[config.mk]
export PLATFORM = sky130hd
export DESIGN_NAME = pe_row_seq_ctrl
export DESIGN_NICKNAME = d
export VERILOG_FILES = /design/src/rtl/pe_row_seq_ctrl.sv
export SDC_FILE = /design/constraint.sdc
export NUM_CORES = 1
export LEC_CHECK = 0
export CAP_MARGIN = 20
export CORE_MARGIN = 4
export CORE_UTILIZATION = 51
export DETAILED_ROUTE_END_ITERATION = 7
export GPL_ROUTABILITY_DRIVEN = 0
export PLACE_DENSITY_LB_ADDON = 0.12
export SYNTH_ARGS = -nofsm -noshare
export SYNTH_HDL_FRONTEND = slang
export SYNTH_SLANG_ARGS = --single-unit
[constraint.sdc]
create_clock -name clk -period 3.9 [get_ports clk]
set_input_delay 1.17 -clock clk [delete_from_list [all_inputs] [get_ports clk]]
set_output_delay 1.17 -clock clk [all_outputs]
set_load 0.02 [all_outputs]
[src/rtl/pe_row_seq_ctrl.sv]
// Sequencer for one PE row: loads one config word per unit (LSU, PE_0..PE_3) through an
// init pulse each, then sweeps run_sel round-robin for a programmed number of iterations.
module pe_row_seq_ctrl #(
  parameter int unsigned INST_W  = 64,
  parameter int unsigned CFG_AW  = 8,
  parameter int unsigned ITER_W  = 16,
  parameter int unsigned N_UNITS = 5
) (
  input  logic              clk,
  input  logic              rst,
  input  logic              start,
  input  logic              abort,
  input  logic [CFG_AW-1:0] cfg_base,
  input  logic [ITER_W-1:0] iter_total,
  output logic              cfg_rd_en,
  output logic [CFG_AW-1:0] cfg_addr,
  input  logic [INST_W-1:0] cfg_rdata,
  output logic [INST_W-1:0] pe_config,
  output logic              init_en,
  output logic [2:0]        init_sel,
  output logic              run_en,
  output logic [2:0]        run_sel,
  output logic              busy,
  output logic              done
);

  localparam int unsigned SEL_W = 3;
  localparam logic [SEL_W-1:0] LAST_UNIT = SEL_W'(N_UNITS - 1);

  typedef enum logic [2:0] {
    ST_IDLE = 3'd0,
    ST_RD   = 3'd1,
    ST_CAP  = 3'd2,
    ST_INIT = 3'd3,
    ST_RUN  = 3'd4,
    ST_DONE = 3'd5
  } state_e;

  state_e              state_q;
  logic [CFG_AW-1:0]   base_q;
  logic [ITER_W-1:0]   iter_q;
  logic [SEL_W-1:0]    u_q;
  logic [SEL_W-1:0]    s_q;
  logic [ITER_W-1:0]   it_q;
  logic                rd_en_q;
  logic [CFG_AW-1:0]   addr_q;
  logic [INST_W-1:0]   pe_cfg_q;
  logic                init_en_q;
  logic [SEL_W-1:0]    init_sel_q;
  logic                run_en_q;
  logic [SEL_W-1:0]    run_sel_q;
  logic                busy_q;
  logic                done_q;

  // Outputs are registered: each transition sets the strobes for the state being entered.
  always_ff @(posedge clk) begin
    if (rst) begin
      state_q    <= ST_IDLE;
      base_q     <= '0;
      iter_q     <= '0;
      u_q        <= '0;
      s_q        <= '0;
      it_q       <= '0;
      rd_en_q    <= 1'b0;
      addr_q     <= '0;
      pe_cfg_q   <= '0;
      init_en_q  <= 1'b0;
      init_sel_q <= '0;
      run_en_q   <= 1'b0;
      run_sel_q  <= '0;
      busy_q     <= 1'b0;
      done_q     <= 1'b0;
    end else if (abort) begin
      // Abort beats start in IDLE and silently drops any sequence in flight.
      state_q   <= ST_IDLE;
      u_q       <= '0;
      s_q       <= '0;
      it_q      <= '0;
      rd_en_q   <= 1'b0;
      init_en_q <= 1'b0;
      run_en_q  <= 1'b0;
      busy_q    <= 1'b0;
      done_q    <= 1'b0;
    end else begin
      case (state_q)
        ST_IDLE: begin
          if (start) begin
            state_q <= ST_RD;
            base_q  <= cfg_base;
            iter_q  <= iter_total;
            u_q     <= '0;
            rd_en_q <= 1'b1;
            addr_q  <= cfg_base;
            busy_q  <= 1'b1;
          end
        end
        ST_RD: begin
          rd_en_q <= 1'b0;
          state_q <= ST_CAP;
        end
        ST_CAP: begin
          pe_cfg_q   <= cfg_rdata;
          init_en_q  <= 1'b1;
          init_sel_q <= u_q;
          state_q    <= ST_INIT;
        end
        ST_INIT: begin
          init_en_q <= 1'b0;
          if (u_q != LAST_UNIT) begin
            u_q     <= u_q + SEL_W'(1);
            rd_en_q <= 1'b1;
            addr_q  <= base_q + CFG_AW'(u_q) + CFG_AW'(1);
            state_q <= ST_RD;
          end else if (iter_q != '0) begin
            s_q       <= '0;
            it_q      <= '0;
            run_en_q  <= 1'b1;
            run_sel_q <= '0;
            state_q   <= ST_RUN;
          end else begin
            busy_q  <= 1'b0;
            done_q  <= 1'b1;
            state_q <= ST_DONE;
          end
        end
        ST_RUN: begin
          if (s_q == LAST_UNIT) begin
            // it_q stays below iter_q, so the increment cannot wrap even at max count.
            it_q <= it_q + ITER_W'(1);
            s_q  <= '0;
            if (it_q + ITER_W'(1) == iter_q) begin
              run_en_q <= 1'b0;
              busy_q   <= 1'b0;
              done_q   <= 1'b1;
              state_q  <= ST_DONE;
            end else begin
              run_sel_q <= '0;
            end
          end else begin
            s_q       <= s_q + SEL_W'(1);
            run_sel_q <= s_q + SEL_W'(1);
          end
        end
        ST_DONE: begin
          done_q  <= 1'b0;
          state_q <= ST_IDLE;
        end
        default: begin
          state_q <= ST_IDLE;
        end
      endcase
    end
  end

  assign cfg_rd_en = rd_en_q;
  assign cfg_addr  = addr_q;
  assign pe_config = pe_cfg_q;
  assign init_en   = init_en_q;
  assign init_sel  = init_sel_q;
  assign run_en    = run_en_q;
  assign run_sel   = run_sel_q;
  assign busy      = busy_q;
  assign done      = done_q;

endmodule

==> metrics.txt <==
# TYPE chip_impl_metric gauge
chip_impl_info{name="outcome",value="finished, final reports clean"} 1
chip_impl_metric{name="hold_slack",unit="ps"} 452.4
chip_impl_metric{name="postLayoutCellArea",unit="um^2"} 8255
chip_impl_metric{name="first_global_vias",unit=""} 5610
chip_impl_metric{name="synth.yosys.seq_area_share",unit=""} 0.4475
chip_impl_metric{name="worst-endpoint-required",unit="ps"} 4250
chip_impl_metric{name="avgViaCountPerCell",unit=""} 5.539
chip_impl_info{name="synth_top_flop_cell",value="sky130_fd_sc_hd__dfxtp_1"} 1
chip_impl_metric{name="design.core.area",unit="um^2"} 11370
chip_impl_metric{name="io-pin-count",unit=""} 175
chip_impl_info{name="worstReg2RegEnd",value="run_sel[0]"} 1
chip_impl_metric{name="post-cts-setup-buffer-count",unit=""} 0
chip_impl_metric{name="leakage_power",unit="nW"} 2.812
chip_impl_info{name="clockRootBuffer",value="sky130_fd_sc_hd__clkbuf_16"} 1
chip_impl_metric{name="clock-skew-final",unit="ps"} 9.399
chip_impl_metric{name="finalHoldViolCount",unit=""} 0
chip_impl_metric{name="drv_cap",unit=""} 0
chip_impl_metric{name="layout_min_cycle_time",unit="ps"} 2894
chip_impl_info{name="setup.worst_path.start",value="it_q[0]"} 1
chip_impl_metric{name="multi_input_area",unit="um^2"} 3018
chip_impl_metric{name="num_antenna_cells",unit=""} 0
chip_impl_metric{name="synth_cell_types",unit=""} 61
chip_impl_metric{name="setup.reg_to_reg.worst_slack",unit="ps"} 1010
chip_impl_metric{name="gr-total-overflow",unit=""} 0
chip_impl_info{name="clock_tree_from_tritoncts",value="done"} 1
chip_impl_metric{name="detailed_place.area",unit="um^2"} 7669
chip_impl_metric{name="synth_adder_area_share",unit=""} 0.02034
chip_impl_metric{name="wl_per_cell",unit="um"} 15.56
chip_impl_metric{name="finalSetupViolations",unit=""} 0
chip_impl_metric{name="netlist_area",unit="um^2"} 5906
chip_impl_info{name="setup.worst_path.end",value="run_sel[0]"} 1
chip_impl_metric{name="dp_hpwl",unit="mm"} 11.58
chip_impl_info{name="setup.worst_path.class",value="flip-flop to flip-flop"} 1
chip_impl_metric{name="synth-simple-area-share",unit=""} 0.2583
chip_impl_metric{name="worst_pin_slew",unit="ps"} 951.6
chip_impl_info{name="crit_path_end_kind",value="flip-flop"} 1
chip_impl_metric{name="globalRouteTotalUtil",unit=""} 0.2415
chip_impl_metric{name="grt_pass1_wl",unit="mm"} 26.12
chip_impl_metric{name="fillCellCount",unit=""} 892
chip_impl_metric{name="mappedNetlistNets",unit=""} 857
chip_impl_metric{name="slew_headroom",unit=""} 0.3632
chip_impl_metric{name="synth-seq-cells",unit=""} 132
chip_impl_metric{name="floorplan.die.width",unit="um"} 115.6
chip_impl_metric{name="die-area",unit="um^2"} 13370
chip_impl_metric{name="clock_pin_slew_reported_for_the_worst_setup_and_hold_paths_after_clock_tree_synthesis",unit="ps"} 50
chip_impl_metric{name="post_cts_resize_count",unit=""} 0
chip_impl_metric{name="start_util",unit=""} 0.5194
chip_impl_metric{name="part_of_the_cycle_the_worst_path_needs",unit=""} 0.7421
chip_impl_metric{name="largest_net_degree_at_the_start_of_global_routing",unit=""} 78
chip_impl_metric{name="synthesis.area_per_instance",unit="um^2"} 7.812
chip_impl_metric{name="final_nets",unit=""} 1004
chip_impl_metric{name="drive_gt1_frac",unit=""} 0.06114
chip_impl_metric{name="hold_buffers",unit=""} 0
chip_impl_metric{name="worst_skew_pair.late_latency",unit="ps"} 410
chip_impl_metric{name="clock-sinks",unit=""} 132
chip_impl_metric{name="register_area",unit="um^2"} 2643
chip_impl_metric{name="synth_compound_area_frac",unit=""} 0.1894
chip_impl_info{name="worst_r2r_startpoint",value="it_q[0]"} 1
chip_impl_metric{name="ys_warn_count",unit=""} 0
chip_impl_metric{name="cp_data_arrival_time",unit="ps"} 3250
chip_impl_metric{name="detailroute.via_count",unit=""} 5866
chip_impl_metric{name="synth-async-reset-ratio",unit=""} 0
chip_impl_metric{name="drcViolationCount",unit=""} 0
chip_impl_metric{name="synth_xor_area_frac",unit=""} 0.03856
chip_impl_info{name="synth_top_family_by_area",value="simple AND/OR/NAND/NOR gates"} 1
chip_impl_metric{name="p_per_area",unit="nW/um^2"} 383.4
chip_impl_metric{name="clk_path_buf_depth",unit=""} 2
chip_impl_metric{name="maxSlewViolCount",unit=""} 0
chip_impl_metric{name="post_synth_edffs",unit=""} 0
chip_impl_metric{name="path_max_fanout",unit=""} 9
chip_impl_metric{name="ant_nets",unit=""} 0
chip_impl_metric{name="cts-buffers-inserted",unit=""} 17
chip_impl_info{name="holdCritPathClass",value="flip-flop to flip-flop"} 1
chip_impl_metric{name="drt_iter0_drc",unit=""} 381
chip_impl_metric{name="row_count",unit=""} 39
chip_impl_metric{name="synthCells",unit=""} 756
chip_impl_metric{name="dieHeight",unit="um"} 115.6
chip_impl_metric{name="maxClockFrequency",unit="MHz"} 345.5
chip_impl_metric{name="drt-total-wl",unit="mm"} 16.47
chip_impl_metric{name="portion_of_netlist_area_occupied_by_mux_cells",unit=""} 0.003390
chip_impl_info{name="unrepaired_setup_endpoints_after_global_routing",value="false"} 1
chip_impl_metric{name="syn2layout_area_growth",unit="%"} 39.79
chip_impl_metric{name="timing.reg2reg.worst_path_depth",unit=""} 8
chip_impl_metric{name="placement.io_buffers",unit=""} 174
chip_impl_metric{name="grt_antenna_before_repair",unit=""} 0
chip_impl_metric{name="cts-htree-levels",unit=""} 4
chip_impl_metric{name="fin_setup_tns",unit="ps"} 0
chip_impl_metric{name="dr.pass1.iters",unit=""} 5
chip_impl_info{name="startpoint_type_of_the_worst_setup_path",value="flip-flop"} 1
chip_impl_metric{name="irDropWorstVdd",unit="mV"} 0.2622
[cell usage after synthesis, types with 4 or more instances]
cell type,instances,area (um^2)
sky130_fd_sc_hd__nand2_1,223,837.1
sky130_fd_sc_hd__dfxtp_1,132,2643
sky130_fd_sc_hd__a21oi_1,118,590.6
sky130_fd_sc_hd__clkbuf_1,42,157.7
sky130_fd_sc_hd__nor2_1,30,112.6
sky130_fd_sc_hd__o21ai_0,22,110.1
sky130_fd_sc_hd__xnor2_1,18,157.7
sky130_fd_sc_hd__inv_1,12,45.04
sky130_fd_sc_hd__nor3_1,12,60.06
sky130_fd_sc_hd__nand3_1,10,50.05
sky130_fd_sc_hd__a31oi_1,9,56.30
sky130_fd_sc_hd__ha_1,8,100.1
sky130_fd_sc_hd__nor4_1,8,50.05
sky130_fd_sc_hd__o211ai_1,8,60.06
sky130_fd_sc_hd__xor2_1,8,70.07
sky130_fd_sc_hd__a311oi_1,7,61.31
sky130_fd_sc_hd__buf_2,6,30.03
sky130_fd_sc_hd__buf_1,5,18.77
sky130_fd_sc_hd__nand2b_1,5,31.28
sky130_fd_sc_hd__nor2b_1,5,31.28
sky130_fd_sc_hd__or3_1,5,31.28
sky130_fd_sc_hd__and3_1,4,25.02
sky130_fd_sc_hd__o21a_1,4,30.03
[area by class of cell]
| class | instances | area share |
|---|---|---|
| clock buffers | 24 | 0.05956 |
| clock inverters | 8 | 0.009094 |
| flip-flops and latches | 132 | 0.3201 |
| inverters | 12 | 0.005456 |
| repair buffers | 181 | 0.2186 |
| well taps | 143 | 0.02167 |
| multi-input cells | 559 | 0.3656 |
[metal layers]
metal | track usage | routed length, um | share of wire
met5 | 0 | 0 | 0
met2 | 0.3912 | 7996 | 0.49
met4 | 0.08971 | 383 | 0.023
met3 | 0.08512 | 1336 | 0.081
met1 | 0.2980 | 6757 | 0.41
[report_power, final]
part / switching, W / total [W] / leakage, nW / internal, W
registers: 0.0000233 / 0.00140 / 1.07 / 0.00138
clock network: 0.000563 / 0.00150 / 0.280 / 0.000941
logic: 0.000119 / 0.000263 / 1.46 / 0.000144
[how the worst min path moves through the flow]
stage / end / cells after the start / from / slack [ps]
finish: cfg_addr[4] / 2 / cfg_addr[4] / 450
floorplan: base_q[0] / 2 / base_q[0] / 440
detailed placement: cfg_addr[4] / 2 / cfg_addr[4] / 450
global route: base_q[0] / 2 / base_q[0] / 470
global placement: pe_config[57] / 2 / pe_config[57] / 440
CTS: pe_config[6] / 2 / pe_config[6] / 450
[state kept, by name, indices dropped and copies added, names as in the netlist]
signal	cells
pe_config	64
it_q	16
iter_q	16
base_q	8
cfg_addr	8
init_sel	3
run_sel	3
s_q	3
state_q	3
u_q	3
busy	1
cfg_rd_en	1
done	1
init_en	1
run_en	1
[critical path, cell delays in order (launching register included)]
cell                      delay (ps)
sky130_fd_sc_hd__dfxtp_1         490
sky130_fd_sc_hd__ha_1            370
sky130_fd_sc_hd__nand3_4         170
sky130_fd_sc_hd__or4_1           600
sky130_fd_sc_hd__xnor2_1         160
sky130_fd_sc_hd__nor4_1          350
sky130_fd_sc_hd__nand4_2         280
sky130_fd_sc_hd__nor2_4          240
sky130_fd_sc_hd__a31o_1          170
[layout by cell type, fill, tap and decap left out, types with 3 or more instances in the layout]
cell	count
sky130_fd_sc_hd__a21oi_1	118
sky130_fd_sc_hd__o211ai_1	8
sky130_fd_sc_hd__clkbuf_1	3
sky130_fd_sc_hd__ha_1	8
sky130_fd_sc_hd__nand4_1	3
sky130_fd_sc_hd__nor4_1	8
sky130_fd_sc_hd__o21a_1	4
sky130_fd_sc_hd__clkinv_2	4
sky130_fd_sc_hd__dfxtp_1	132
sky130_fd_sc_hd__inv_1	12
sky130_fd_sc_hd__nand3_1	10
sky130_fd_sc_hd__o21ai_0	22
sky130_fd_sc_hd__a211oi_1	3
sky130_fd_sc_hd__nor3_1	11
sky130_fd_sc_hd__nor2b_1	5
sky130_fd_sc_hd__buf_4	7
sky130_fd_sc_hd__clkdlybuf4s50_1	173
sky130_fd_sc_hd__a31oi_1	9
sky130_fd_sc_hd__clkbuf_16	17
sky130_fd_sc_hd__nand2_1	223
sky130_fd_sc_hd__or2_2	3
sky130_fd_sc_hd__xor2_1	8
sky130_fd_sc_hd__clkbuf_8	4
sky130_fd_sc_hd__nand2b_1	5
sky130_fd_sc_hd__nor2_1	30
sky130_fd_sc_hd__and3_1	4
sky130_fd_sc_hd__a311oi_1	7
sky130_fd_sc_hd__xnor2_1	18
sky130_fd_sc_hd__or3_1	4
[logic make-up after synthesis]
group	count (synthesis)
AO/OA/AOI/OAI	192
XOR/XNOR	26
adder cells (fa/ha/maj)	9
buffers and inverters	65
flip-flops	132
multiplexers	2
AND/OR/NAND/NOR	330
[through the flow]
| stage | total power (W) | cells | setup slack, ps | utilization |
|---|---|---|---|---|
| after floorplan | 0.001540 | 756 | 1435 | - |
| after global placement | 0.001682 | 1026 | 732.4 | 0.6745 |
| after detailed placement | 0.001687 | 1026 | 663.3 | 0.6745 |
| after CTS | 0.003180 | 1058 | 1034 | 0.7243 |
| after global routing | 0.003263 | 1059 | 798.4 | 0.7261 |
| final | 0.003165 | 1059 | 1006 | 0.7261 |
(Power assumes the default switching activity.)
